## src/rtl/dm_pkg.sv

```systemverilog
// Debug-module package: DMI transport types shared by the DTM-side initiator
// and the debug module, plus the initiator's status codes and state encoding.
package dm;

    typedef enum logic [1:0] {
        DTM_NOP   = 2'h0,
        DTM_READ  = 2'h1,
        DTM_WRITE = 2'h2
    } dtm_op_e;

    typedef struct packed {
        logic [6:0]  addr;
        dtm_op_e     op;
        logic [31:0] data;
    } dmi_req_t;

    typedef struct packed {
        logic [31:0] data;
        logic [1:0]  resp;
    } dmi_resp_t;

    localparam logic [1:0] DmiSuccess = 2'd0;
    localparam logic [1:0] DmiFailed  = 2'd2;
    localparam logic [1:0] DmiBusy    = 2'd3;

    typedef enum logic [1:0] {
        DmiIdle = 2'd0,
        DmiReq  = 2'd1,
        DmiResp = 2'd2,
        DmiRst  = 2'd3
    } dmi_init_state_e;

endpackage

```

## src/rtl/dmi_initiator.sv

```systemverilog
// Requester end of the DMI link: one outstanding request at a time, sticky
// error status, and a watchdog that recovers a hung DM by pulsing its reset.
module dmi_initiator
    import dm::*;
#(
    parameter int unsigned TimeoutCycles = 1024,
    parameter int unsigned CntWidth      = 16
) (
    input  logic        clk_i,
    input  logic        rst_ni,
    input  logic        cmd_valid_i,
    output logic        cmd_ready_o,
    input  logic [1:0]  cmd_op_i,
    input  logic [6:0]  cmd_addr_i,
    input  logic [31:0] cmd_data_i,
    output logic        rsp_valid_o,
    output logic [31:0] rsp_data_o,
    output logic [1:0]  rsp_status_o,
    input  logic        dmireset_i,
    input  logic        dmihardreset_i,
    output logic        busy_o,
    output logic [1:0]  dmistat_o,
    output logic        dmi_rst_no,
    output logic        dmi_req_valid_o,
    input  logic        dmi_req_ready_i,
    output dmi_req_t    dmi_req_o,
    input  logic        dmi_resp_valid_i,
    output logic        dmi_resp_ready_o,
    input  dmi_resp_t   dmi_resp_i
);

    localparam logic [CntWidth-1:0] TimeoutLast = CntWidth'(TimeoutCycles - 32'd1);
    localparam logic [CntWidth-1:0] CntOne      = CntWidth'(32'd1);

    dmi_init_state_e    state_q, state_d;
    logic [CntWidth-1:0] cnt_q, cnt_d;
    dmi_req_t           req_q, req_d;
    logic               rsp_valid_q, rsp_valid_d;
    logic [31:0]        rsp_data_q, rsp_data_d;
    logic [1:0]         rsp_status_q, rsp_status_d;
    logic [1:0]         dmistat_q, dmistat_d;
    logic               cmd_ready_q, cmd_ready_d;
    logic               req_valid_q, req_valid_d;
    logic               resp_ready_q, resp_ready_d;
    logic               dmi_rst_n_q, dmi_rst_n_d;
    logic               busy_q, busy_d;
    logic               err_set_s;
    logic [1:0]         err_val_s;
    logic               timeout_hit_s;

    assign timeout_hit_s = (TimeoutCycles != 32'd0) && (cnt_q == TimeoutLast);

    // Next-state, response capture and sticky status.
    always_comb begin
        state_d      = state_q;
        cnt_d        = cnt_q;
        req_d        = req_q;
        rsp_valid_d  = 1'b0;
        rsp_data_d   = rsp_data_q;
        rsp_status_d = rsp_status_q;
        err_set_s    = 1'b0;
        err_val_s    = DmiSuccess;

        if (dmihardreset_i) begin
            state_d = DmiRst;
        end else begin
            case (state_q)
                DmiIdle: begin
                    if (!cmd_valid_i) begin
                        state_d = DmiIdle;
                    end else if (dmistat_q != DmiSuccess) begin
                        rsp_valid_d  = 1'b1;
                        rsp_status_d = dmistat_q;
                    end else if (cmd_op_i == DTM_NOP) begin
                        rsp_valid_d  = 1'b1;
                        rsp_status_d = DmiSuccess;
                    end else begin
                        req_d   = '{addr: cmd_addr_i, op: dtm_op_e'(cmd_op_i), data: cmd_data_i};
                        cnt_d   = '0;
                        state_d = DmiReq;
                    end
                end
                DmiReq: begin
                    cnt_d = cnt_q + CntOne;
                    if (dmi_req_ready_i) begin
                        state_d = DmiResp;
                    end else if (timeout_hit_s) begin
                        state_d      = DmiRst;
                        rsp_valid_d  = 1'b1;
                        rsp_status_d = DmiBusy;
                        err_set_s    = 1'b1;
                        err_val_s    = DmiBusy;
                    end else begin
                        state_d = DmiReq;
                    end
                end
                DmiResp: begin
                    cnt_d = cnt_q + CntOne;
                    if (dmi_resp_valid_i) begin
                        state_d      = DmiIdle;
                        rsp_valid_d  = 1'b1;
                        rsp_data_d   = dmi_resp_i.data;
                        rsp_status_d = dmi_resp_i.resp;
                        err_set_s    = (dmi_resp_i.resp != DmiSuccess);
                        err_val_s    = dmi_resp_i.resp;
                    end else if (timeout_hit_s) begin
                        state_d      = DmiRst;
                        rsp_valid_d  = 1'b1;
                        rsp_status_d = DmiBusy;
                        err_set_s    = 1'b1;
                        err_val_s    = DmiBusy;
                    end else begin
                        state_d = DmiResp;
                    end
                end
                DmiRst: begin
                    state_d = DmiIdle;
                end
                default: begin
                    state_d = DmiIdle;
                end
            endcase
        end

        // Clearing wins over a simultaneous error; the first error sticks.
        if (dmihardreset_i || dmireset_i) begin
            dmistat_d = DmiSuccess;
        end else if (err_set_s && (dmistat_q == DmiSuccess)) begin
            dmistat_d = err_val_s;
        end else begin
            dmistat_d = dmistat_q;
        end

        cmd_ready_d  = (state_d == DmiIdle);
        req_valid_d  = (state_d == DmiReq);
        resp_ready_d = (state_d == DmiResp);
        dmi_rst_n_d  = (state_d != DmiRst);
        busy_d       = (state_d != DmiIdle);
    end

    // State and registered outputs.
    always_ff @(posedge clk_i) begin
        if (!rst_ni) begin
            state_q      <= DmiIdle;
            cnt_q        <= '0;
            req_q        <= '0;
            rsp_valid_q  <= 1'b0;
            rsp_data_q   <= 32'h0000_0000;
            rsp_status_q <= DmiSuccess;
            dmistat_q    <= DmiSuccess;
            cmd_ready_q  <= 1'b1;
            req_valid_q  <= 1'b0;
            resp_ready_q <= 1'b0;
            dmi_rst_n_q  <= 1'b1;
            busy_q       <= 1'b0;
        end else begin
            state_q      <= state_d;
            cnt_q        <= cnt_d;
            req_q        <= req_d;
            rsp_valid_q  <= rsp_valid_d;
            rsp_data_q   <= rsp_data_d;
            rsp_status_q <= rsp_status_d;
            dmistat_q    <= dmistat_d;
            cmd_ready_q  <= cmd_ready_d;
            req_valid_q  <= req_valid_d;
            resp_ready_q <= resp_ready_d;
            dmi_rst_n_q  <= dmi_rst_n_d;
            busy_q       <= busy_d;
        end
    end

    assign cmd_ready_o      = cmd_ready_q;
    assign rsp_valid_o      = rsp_valid_q;
    assign rsp_data_o       = rsp_data_q;
    assign rsp_status_o     = rsp_status_q;
    assign busy_o           = busy_q;
    assign dmistat_o        = dmistat_q;
    assign dmi_rst_no       = dmi_rst_n_q;
    assign dmi_req_valid_o  = req_valid_q;
    assign dmi_req_o        = req_q;
    assign dmi_resp_ready_o = resp_ready_q;

endmodule

```

## config.mk

```make
export PLATFORM = sky130hd
export DESIGN_NAME = dmi_initiator
export DESIGN_NICKNAME = d
export VERILOG_FILES = /design/src/rtl/dm_pkg.sv /design/src/rtl/dmi_initiator.sv
export SDC_FILE = /design/constraint.sdc
export NUM_CORES = 1
export LEC_CHECK = 0
export ABC_AREA = 1
export BUFFER_PORTS_ARGS = -buffer_cell sky130_fd_sc_hd__buf_2
export CORE_MARGIN = 8
export CORE_UTILIZATION = 44
export CTS_CLUSTER_SIZE = 40
export DETAILED_ROUTE_END_ITERATION = 8
export GPL_TIMING_DRIVEN = 0
export PLACE_DENSITY = 0.79
export SYNTH_ARGS = -nofsm -noshare
export SYNTH_HDL_FRONTEND = slang
export SYNTH_SLANG_ARGS = --single-unit
```

## constraint.sdc

```tcl
create_clock -name clk_i -period 1.5 [get_ports clk_i]
set_input_delay 0.075 -clock clk_i [delete_from_list [all_inputs] [get_ports clk_i]]
set_output_delay 0.075 -clock clk_i [all_outputs]
set_load 0.1 [all_outputs]
```

# After elaboration in Yosys (flattened, before gate mapping)
# Index checks and enable logic that the tools add are counted.
dict set report op_classes {
  add_sub_neg 1
  n_eq_ne 12
  mux 35
  bitwise 4
  n_reduce_logical 18
}
# operator n
set ops {}
lappend ops {{$mux 16} 3}
lappend ops {{$mux 2} 17}
lappend ops {{$pmux 16 s2} 1}
lappend ops {{$add 16x1->16 const B} 1}
lappend ops {{$eq 16x10->1 const B} 1}
lappend ops {{$reduce_and 5->1} 3}
lappend ops {{$ne 2x2->1 const B} 5}
lappend ops {{$mux 1} 9}
lappend ops {{$logic_not 2->1} 4}
lappend ops {{$pmux 2 s4} 1}
lappend ops {{$reduce_bool 2->1} 4}
lappend ops {{$eq 2x2->1 const B} 3}
lappend ops {{$pmux 2 s3} 1}
lappend ops {{$reduce_or 2->1} 3}
lappend ops {{$eq 2x1->1 const B} 2}
lappend ops {{$not 1->1} 4}
lappend ops {{$pmux 2 s2} 1}
lappend ops {{$ne 3x3->1 const B} 1}
lappend ops {{$pmux 1 s3} 1}
lappend ops {{$reduce_and 3->1} 1}
lappend ops {{$reduce_bool 3->1} 1}
lappend ops {{$pmux 1 s2} 1}
lappend ops {{$logic_and 1x1->1} 1}
lappend ops {{$logic_or 1x1->1} 1}
dict set report word_totals {
  regBits 101
  inputBits 82
  output_inout_bits 83
}

# Logic depth before layout (Yosys ltp)
# Gate-level depths: netlist (run 1).
dict set report depth {
  ltp_word 7
  mapped_depth 10
  mapped_depth_nobuf 10
}

# Least setup slack after synthesis (run 1)
# OpenSTA, ideal clock, no wires.
dict set report synth_timing {
  path_kind {reg-to-reg}
  startpoint {register dmistat_q[1], in the netlist dmistat_o[1]}
  endpoint {register cnt_q[8]}
  setup_ns 0.116
  arrival_time_ns 1.773
  path_slack_ns -0.389
  stages_incl_launch_ff 9
  path_buffers 0
  period_less_slack_ns 1.889
  path_cell_list {dfxtp_1 > nor2_2 > o21ai_2 > nand2_1 > nand2_4 > nor2_1 > nand2_1 > nand2_1 > and3_1}
}
dict set report synth_between {
  elab_chain_cells 3
}
# element line_no
set synth_lines {}
lappend synth_lines {{from (decl)} dmi_initiator.sv:41} ;# logic [1:0] dmistat_q, dmistat_d;
lappend synth_lines {{from (signal assigned)} dmi_initiator.sv:150} ;# dmistat_q <= DmiSuccess;
lappend synth_lines {{from (signal assigned)} dmi_initiator.sv:163} ;# dmistat_q <= dmistat_d;
lappend synth_lines {{$reduce_bool 2->1} dmi_initiator.sv:71} ;# end else if (dmistat_q != DmiSuccess) begin
lappend synth_lines {{$ne 2x2->1 (no source line)} -}
lappend synth_lines {{$reduce_and 5->1 (no source line)} -}
lappend synth_lines {{to (signal assigned)} dmi_initiator.sv:158} ;# cnt_q <= cnt_d;
lappend synth_lines {{to (decl)} dmi_initiator.sv:36} ;# logic [CntWidth-1:0] cnt_q, cnt_d;
# No other way between the ends.
# A chain may end at the register's enable or synchronous reset.

# Final worst setup path (run 1)
dict set report layout_timing {
  startpoint {register state_q[0]}
  endpoint {register cnt_q[3]}
}
dict set report layout_between {
  elab_chain_cells 4
}
# element line_no
set layout_lines {}
lappend layout_lines {{from (decl)} dmi_initiator.sv:35} ;# dmi_init_state_e state_q, state_d;
lappend layout_lines {{from (signal assigned)} dmi_initiator.sv:144} ;# state_q <= DmiIdle;
lappend layout_lines {{from (signal assigned)} dmi_initiator.sv:157} ;# state_q <= state_d;
lappend layout_lines {{$eq 2x2->1 / $eq 2x1->1 (equally long branches)} dmi_initiator.sv:67} ;# case (state_q)
lappend layout_lines {{$reduce_or 2->1 (no source line)} -}
lappend layout_lines {{$reduce_bool 2->1 (no source line)} -}
lappend layout_lines {{$reduce_and 5->1 (no source line)} -}
# Several ways; a longest one is shown, not always the timed one.

==> impl_metrics.toml, run 1 <==
[worst_setup_path]
crit_cells = 10
r2r-start = "state_q[0]"
reg2reg_depth = 10
required_ns = 1.83
max_stage_delay_ns = 0.38
critPathBufInv = 4
critPathLaunch = "state_q[0]"
worst_path_max_delay_cell = "dfxtp_4"
path_max_fanout = 7
cp-end-kind = "register"
cpMostUsedCell = "inv_4"
cp.arrival_ns = 2.12
startpoint_type = "register"
worstSetupPathType = "register to register"
crit_family = "simple AND/OR/NAND/NOR gates"
crit_chain = "inv_4 -> ha_4 -> inv_4 -> o21ai_2 -> inv_2 -> nand2_4 -> clkinvlp_4 -> nand3_2 -> nand2_1 -> nor2_1"

[synth]
yosys_warnings = 0
synth-xor-area-share_pct = 0
synth_top_family_by_area = "simple AND/OR/NAND/NOR gates"
syn-num-nets = 678
synthCells = 591
ys_seq_area_share_pct = 48.1
yosys.area_share.simple_pct = 29.8
ys_seq_elements = 101
avgSynthCellArea_um2 = 7.12
synthesis.area_mm2 = 0.00421
synth_compound_area_share_pct = 13.6
yosys.cell_types.count = 30
synth-adder-area-share_pct = 1.49
synthMuxAreaShare_pct = 0

[clock_network]
cts_buffers = 9
clk_path_buf_depth = 2
clock-sinks = 101
cts_tree = "yes"
cts.clk_slew.worst_paths_ns = 0.11
root_buffer = "clkbuf_8"
clock_latency_ns = 0.40
h-tree-depth = 3

[placed_design]
post-dp-hpwl_mm = 10.3
pre_cts_ws_ns = -0.328
io_buffers = 164
dp_cells = 884
globalplace.congestion = 0.862

[routing]
drt_first_pass_iters = 7
route.detailed.drc = 0
wl_per_cell_um = 23.1
drtAntennaViolNets = 0
wirelength_mm = 22.9
viasPerCell = 6.12
num_vias = 6049
drt_iter0_drc = 738

[global_route]
grt_first_pass_wirelength_mm = 26.2
antenna_found_initial = 0
grt_use_total_pct = 25.3
grt_overflow = 0
grt_max_degree = 19
grt_pass1_vias = 5414

[finish]
nets = 943
syn2layout_area_growth_pct = 62.7
antenna_cells = 0
regArea_mm2 = 0.00205
drive_gt1_share_pct = 37.7
finalNonFillerCells = 989
num-fill-cells = 469
multi_input_area_mm2 = 0.00226

[status]
outcome = "finished with violations"
failed_checks = "negative setup slack"

[floorplanning]
dieHeight_um = 114
core.rowCount = 35
core_area_mm2 = 0.00924
ios = 165
start_util_pct = 45.5
fp.dieW_um = 114
dieArea_mm2 = 0.0129

[flow_run]
drv_cap = 0

[power_and_ir_drop]
total_power_mw = 6.57
ir_worst_vdd_mv = 0.778
powerDensity_mw_per_mm2 = 960
power.leakage_nw = 3.29

[sta]
slew_viol_final = 0
rsz0062_at_grt = "yes"
post-route-min-period_ns = 1.79
setup_viol = 85
tns_ns = -8.51
hold_viol_final = 0
fmaxAchievable_ghz = 0.558
relSlewSlack_pct = 51.8
fin_crit_sh_pct = 119
setup_ws_ns = -0.292
clock_skew_ns = 0.0205
worst_slew_pin_slew_ns = 0.723

[hold_path]
holdCritPathClass = "primary input to register"
hp-start = "cmd_op_i[0]"
hold_depth = 3
[timing repair]
item | in CTS | in global routing
gates cloned | 0 | 5
pin swaps | 4 | 19
hold endpoints to repair | 73 | 0
hold buffers | 72 | 0
setup buffers | 4 | 10
setup endpoints to repair | 99 | 98
resized for setup | 55 | 166
[metrics by stage]
| step | cell area [um^2] | utilization (%) | hold slack, ns |
|---|---|---|---|
| floorplan | 4220 | - | 0.210 |
| global placement | 5200 | 56.3 | 0.296 |
| detailed placement | 5200 | 56.3 | 0.303 |
| CTS | 6300 | 68.2 | 0.00819 |
| global route | 6840 | 74.1 | 0.0711 |
| finish | 6840 | 74.1 | 0.0721 |
[registers in the layout, indices dropped and copies added (netlist names)]
name / cells
cnt_q: 16
state_q: 2
rsp_status_o: 2
rsp_valid_o: 1
dmistat_o: 2
dmi_resp_ready_o: 1
dmi_req_valid_o: 1
cmd_ready_o: 1
rsp_data_o: 32
dmi_rst_no: 1
dmi_req_o: 41
busy_o: 1
[final timing paths]
kind	end	slack, ns
max	cnt_q[3]	-0.29
min	dmi_req_o[32]	0.07
max reg2reg	cnt_q[3]	-0.29
min reg2reg	rsp_status_o[1]	0.46
[kinds of logic (layout without fill, tap and decap cells)]
kind of cell,count (synthesis),in the layout
and+or+nand+nor,302,303
AOI/OAI and AO/OA,109,109
DFF,101,101
buffers and inverters,74,342
adders and majority gates,5,5
[placed cells by master, fill, tap and decap left out, types with 6 or more instances in the layout]
cell and instances:
a21oi_1 15, buf_2 165, buf_4 12, buf_6 7
buf_8 8, clkbuf_1 8, clkbuf_8 9, dfxtp_1 92
dlygate4sd3_1 72, inv_1 39, inv_4 6, nand2_1 67
nand2_2 7, nand3_1 11, nand4_1 7, nor2_1 155
nor2_2 32, nor2_4 6, o21ai_0 29, o21ai_1 29
o21ai_2 22
[worst min-delay path, stage by stage]
cell and delay (ns):
buf_2 0.15, o21ai_0 0.13, nor2_1 0.09
[routing by layer]
layer	vias up	part of all wire, %	routed length, um	GRT usage (%)
li1	2411	-	-	-
met1	2724	31	7120	25.8
met2	689	45	10400	44.2
met3	225	14	3250	9.24
met4	0	9.4	2140	13.6
met5	-	0	0	0
[power by group]
part	switching (mW)	internal [mW]
clock	1.14	0.626
combinational	1.38	0.524
sequential	0.105	2.79
total	2.62	3.94
[layout make-up]
type | count | area share [%]
tap | 129 | 2.36
clock buffer | 9 | 1.81
buffer | 24 | 3.46
multi-input combinational | 417 | 33.0
sequential | 101 | 29.9
timing repair buffer | 254 | 25.8
inverter | 49 | 2.96
clock inverter | 6 | 0.768
[cell usage after synthesis, drive strengths merged]
| master | count | share of area, % |
|---|---|---|
| nand3b | 1 | 0.18 |
| buf | 4 | 0.71 |
| ha | 5 | 1.5 |
| o22ai | 2 | 0.30 |
| a31oi | 2 | 0.30 |
| nand2 | 76 | 7.1 |
| clkbuf | 21 | 2.0 |
| and3 | 2 | 0.30 |
| inv | 49 | 4.4 |
| nand3 | 14 | 1.9 |
| nand4 | 7 | 1.0 |
| a21oi | 18 | 2.1 |
| nor3 | 7 | 1.6 |
| o21bai | 3 | 0.54 |
| nor3b | 1 | 0.18 |
| dfxtp | 101 | 48 |
| nor2 | 193 | 17 |
| or2 | 1 | 0.15 |
| o21ai | 84 | 10 |
No activity file was read; power rests on OpenSTA's default activity.
==> run 2: changes to the inputs <==
- BUFFER_PORTS_ARGS: -buffer_cell sky130_fd_sc_hd__buf_2 -> -buffer_cell sky130_fd_sc_hd__clkbuf_2
- RECOVER_POWER: default -> 25
==> impl_metrics.toml, run 2 (synthesized netlist as in run 1, its figures left out) <==
[clock_network]
cts_tree = "yes"
cts.clk_slew.worst_paths_ns = 0.12
clk_path_buf_depth = 2
root_buffer = "clkbuf_8"
h-tree-depth = 3
clock-sinks = 101
clock_latency_ns = 0.39
cts_buffers = 9

[hold_path]
holdCritPathClass = "primary input to register"
min_to = "dmi_req_o[33]"
hold_depth = 3
hp-start = "cmd_op_i[1]"

[finish]
drive_gt1_share_pct = 32.3
final_cell_mix = "168 x nor2_1, 164 x clkbuf_2, 91 x dfxtp_1"
regArea_mm2 = 0.00204
num-fill-cells = 553
post-route-util_pct = 70.9
multi_input_area_mm2 = 0.00209
finalNonFillerCells = 985
largest_register_ffs = 41
final_common_cell = "nor2_1"
stdcell_area_mm2 = 0.00655
nets = 937
syn2layout_area_growth_pct = 55.7

[sta]
setup_viol = 59
hold_viol_final = 0
tns_ns = -2.90
relSlewSlack_pct = 58.7
post-route-min-period_ns = 1.71
worst_slew_pin_slew_ns = 0.620
setup_ws_ns = -0.209
rsz0062_at_grt = "yes"
fin_crit_sh_pct = 114
fmaxAchievable_ghz = 0.585
clock_skew_ns = 0.0225
slew_viol_final = 0

[routing]
viasPerCell = 5.81
wl_per_cell_um = 20.5
route.detailed.drc = 0
wirelength_mm = 20.2
drtAntennaViolNets = 0
drt_first_pass_iters = 6
drt_iter0_drc = 728
num_vias = 5721

[worst_setup_path]
rr_endpoint = "dmi_req_o[2]"
r2r-start = "state_q[1]"
crit_chain = "inv_4 -> ha_4 -> nand2_2 -> nor3_4 -> buf_6 -> buf_6 -> clkbuf_4 -> o21ai_0 -> nor2_1"
worstSetupPathType = "register to register"
max_stage_delay_ns = 0.40
reg2reg_depth = 9
worst_path_max_delay_cell = "dfxtp_4"
required_ns = 1.78
startpoint_type = "register"
path_max_fanout = 5
cp-end-kind = "register"
regToRegSetupSlack_ns = -0.21
cpMostUsedCell = "buf_6"
cp.arrival_ns = 1.99

[global_route]
grt_overflow = 0
grt_max_degree = 19
grt_use_total_pct = 26.5
antenna_found_initial = 0
grt_pass1_vias = 5534
grt_first_pass_wirelength_mm = 27.4

[power_and_ir_drop]
powerDensity_mw_per_mm2 = 974
ir_worst_vdd_mv = 0.745
p_int_mw = 3.91
p_seq_share_pct = 45.2
switching_share_pct = 38.8
power.leakage_nw = 3.17
combPwrFrac_pct = 28.0
switchingPower_mw = 2.47
total_power_mw = 6.38
pwr-share-clk_pct = 26.8

[status]
failed_checks = "negative setup slack"
outcome = "finished with violations"

[placed_design]
globalplace.congestion = 0.860
io_buffers = 164
placed_cell_area_mm2 = 0.00520
post-dp-hpwl_mm = 10.4
dp_cells = 884

[floorplanning]
start_util_pct = 45.5
dieArea_mm2 = 0.0129
fp.dieW_um = 114
dieHeight_um = 114
ios = 165
core.rowCount = 35
core_area_mm2 = 0.00924

[flow_run]
drv_cap = 0
run 2: cell types whose count changed in the layout (fill, tap and decap cells not counted), moves of 13 or more:
cell	previous run	this run
nor2_2	32	18
o21ai_2	22	2
nor2_1	155	168
o21ai_0	29	68
clkbuf_2	0	164
o21ai_1	29	13
buf_2	165	1
run 2: final cells by class:
type                    instances  area share (%)
plain buffers                  25            3.48
flip-flops and latches        101            31.2
clock buffers                  10            1.95
well taps                     129            2.46
clock inverters                 6           0.840
repair buffers                247            25.2
multi-input cells             417            31.9
diodes                          1          0.0382
inverters                      49            3.00
run 2: timing repair:
item                       4_1_cts  5_1_grt
gates resized for setup         59       70
pin swaps                        5       16
hold endpoints to repair        73        0
setup endpoints to repair       97       99
hold buffers                    72        0
cloned                           3        0
setup buffers                    6        3
run 2: power by group through the flow:
| stage | Combinational, mW | Sequential, mW | Clock (mW) |
|---|---|---|---|
| 2_1_floorplan | 0.310 | 3.67 | 0 |
| 3_3_place_gp | 1.38 | 2.91 | 0 |
| 3_5_place_dp | 1.40 | 2.91 | 0 |
| 4_1_cts | 1.63 | 2.86 | 1.67 |
| 5_1_grt | 1.84 | 2.89 | 1.80 |
| 6_report | 1.79 | 2.88 | 1.71 |
run 2: worst max-delay path: cells and delay by family (launching register included):
| family | cells | cell delay, ns |
|---|---|---|
| flops | 1 | 0.40 |
| fa+ha+maj | 1 | 0.18 |
| simple gates | 3 | 0.25 |
| compound gates | 1 | 0.30 |
| buf+inv | 4 | 0.46 |
run 2: worst max-delay path by stage:
stage | startpoint | to | cells after the start
detailed placement | state_q[0] | dmi_req_o[39] | 8
global placement | state_q[0] | dmi_req_o[29] | 8
finish | state_q[1] | dmi_req_o[2] | 9
global route | state_q[0] | dmi_req_o[2] | 9
CTS | state_q[1] | cnt_q[8] | 8
floorplan | state_q[0] | cnt_q[8] | 9
run 2: layer usage:
layer | global-route usage, % | vias up | wire length [um]
li1 | - | 2393 | -
met1 | 27.1 | 2609 | 6670
met2 | 45.7 | 555 | 9630
met3 | 10.2 | 164 | 2390
met4 | 14.7 | 0 | 1450
met5 | 0 | - | 0
run 2: stage by stage:
stage	hold WS, ns	setup slack (ns)
after floorplan	0.210	0.0151
after global placement	0.297	-0.226
after detailed placement	0.303	-0.302
after CTS	0.0120	-0.0173
after global routing	0.0485	-0.224
final	0.0413	-0.209
==> run 3: changes to the inputs <==
- CORE_MARGIN: 8 -> default
- CORE_UTILIZATION: 44 -> 49
- PLACE_DENSITY: 0.79 -> 0.83
- clock period: 1.5 -> 1.9 ns (I/O delays scaled with it)
==> impl_metrics.toml, run 3 (synthesized netlist as in run 1, its figures left out) <==
[routing]
wirelength_mm = 15.6
drt_iter0_drc = 466
num_vias = 5184
route.detailed.drc = 0
wl_per_cell_um = 16.4
drt_first_pass_iters = 6
viasPerCell = 5.46
drtAntennaViolNets = 0

[global_route]
grt_overflow = 0
grt_use_total_pct = 35.2
grt_max_degree = 20
grt_pass1_vias = 5011
grt_first_pass_wirelength_mm = 24.3
antenna_found_initial = 0

[status]
outcome = "complete, no violations"

[hold_path]
holdCritPathClass = "primary input to register"
hold_depth = 4
min_to = "dmistat_o[1]"
hp-start = "dmireset_i"

[placed_design]
globalplace.congestion = 0.912
post-dp-hpwl_mm = 8.82
io_buffers = 164
dp_cells = 860

[clock_network]
cts_buffers = 9
clock-sinks = 101
clock_latency_ns = 0.37
clk_path_buf_depth = 2
root_buffer = "clkbuf_8"
h-tree-depth = 3
cts.clk_slew.worst_paths_ns = 0.12
cts_tree = "yes"

[finish]
antenna_cells = 0
drive_gt1_share_pct = 23.8
nets = 926
final_cell_mix = "190 x nor2_1, 159 x clkbuf_2, 101 x dfxtp_1"
largest_register_ffs = 41
post-route-util_pct = 73.6
syn2layout_area_growth_pct = 44.5
final_common_cell = "nor2_1"
finalNonFillerCells = 949

[floorplanning]
dieArea_mm2 = 0.00896
fp.dieW_um = 94.7
ios = 165
dieHeight_um = 94.7
core.rowCount = 33
core_area_mm2 = 0.00826
start_util_pct = 51.0

[worst_setup_path]
cp-end-kind = "register"
path_max_fanout = 10
rr_endpoint = "rsp_data_o[28]"
r2r-start = "state_q[0]"
startpoint_type = "register"
worstSetupPathType = "register to register"
regToRegSetupSlack_ns = 0.05
reg2reg_depth = 8
required_ns = 2.17
cp.arrival_ns = 2.12

[sta]
fin_crit_sh_pct = 97.3
setup_viol = 0
relSlewSlack_pct = 21.3
worst_slew_pin_slew_ns = 1.19
slew_viol_final = 0
tns_ns = 0
clock_skew_ns = 0.00911
fmaxAchievable_ghz = 0.541
post-route-min-period_ns = 1.85
hold_ws_ns = 0.0101
hold_viol_final = 0

[power_and_ir_drop]
power.leakage_nw = 3.02
powerDensity_mw_per_mm2 = 803
ir_worst_vdd_mv = 0.487
total_power_mw = 4.88

[flow_run]
drv_cap = 0
run 3: area by class of cell:
type / count / area, um^2
buffer: 25 / 124
clock buffer: 10 / 128
clock inverter: 6 / 65.1
fill: 575 / 2180
inverter: 49 / 184
multi-input combinational: 416 / 1900
sequential: 101 / 2020
tap: 105 / 131
timing repair buffer: 237 / 1530
run 3: report_power, final:
| group | total [mW] | internal (mW) | switching (mW) |
|---|---|---|---|
| Combinational | 1.26 | 0.305 | 0.958 |
| Sequential | 2.26 | 2.21 | 0.0537 |
| Clock | 1.36 | 0.520 | 0.839 |
run 3: worst max path at each step:
stage,from,slack (ns),end
3_3_place_gp,state_q[0],0.12,dmi_req_o[29]
6_report,state_q[0],0.05,rsp_data_o[28]
2_1_floorplan,dmistat_o[1],0.01,cnt_q[8]
5_1_grt,state_q[0],-0.06,rsp_data_o[28]
4_1_cts,state_q[0],0.008,dmi_req_o[36]
3_5_place_dp,state_q[0],0.04,dmi_req_o[36]
run 3: critical path: stages, from the launching register on:
cell and delay [ns]:
dfxtp_1 0.36, inv_1 0.10, ha_1 0.17, inv_1 0.10
nor3_4 0.28, inv_1 0.17, clkbuf_2 0.25, nor2_1 0.23
nor2_1 0.09
run 3: stage by stage:
stage	cell area, um^2	setup slack [ns]
after CTS	6060	0.00826
after global routing	6080	-0.0649
final	6080	0.0522
after floorplan	4210	0.0110
after detailed placement	5160	0.0398
after global placement	5160	0.124
run 3: per-layer routing:
| metal | part of all wire [%] | vias to the layer above | routed length [um] | track usage [%] |
|---|---|---|---|---|
| met5 | 0 | - | 0 | 0 |
| met4 | 5.0 | 0 | 781 | 18.7 |
| met3 | 9.1 | 83 | 1420 | 8.70 |
| met2 | 49 | 344 | 7570 | 61.6 |
| met1 | 37 | 2392 | 5800 | 39.2 |
| li1 | - | 2365 | - | - |
run 3: timing repair:
action | CTS | global route
setup buffers | 0 | 2
setup endpoints to repair | 0 | 72
gates resized for setup | 0 | 22
hold endpoints to repair | 72 | 0
hold buffers | 71 | 0
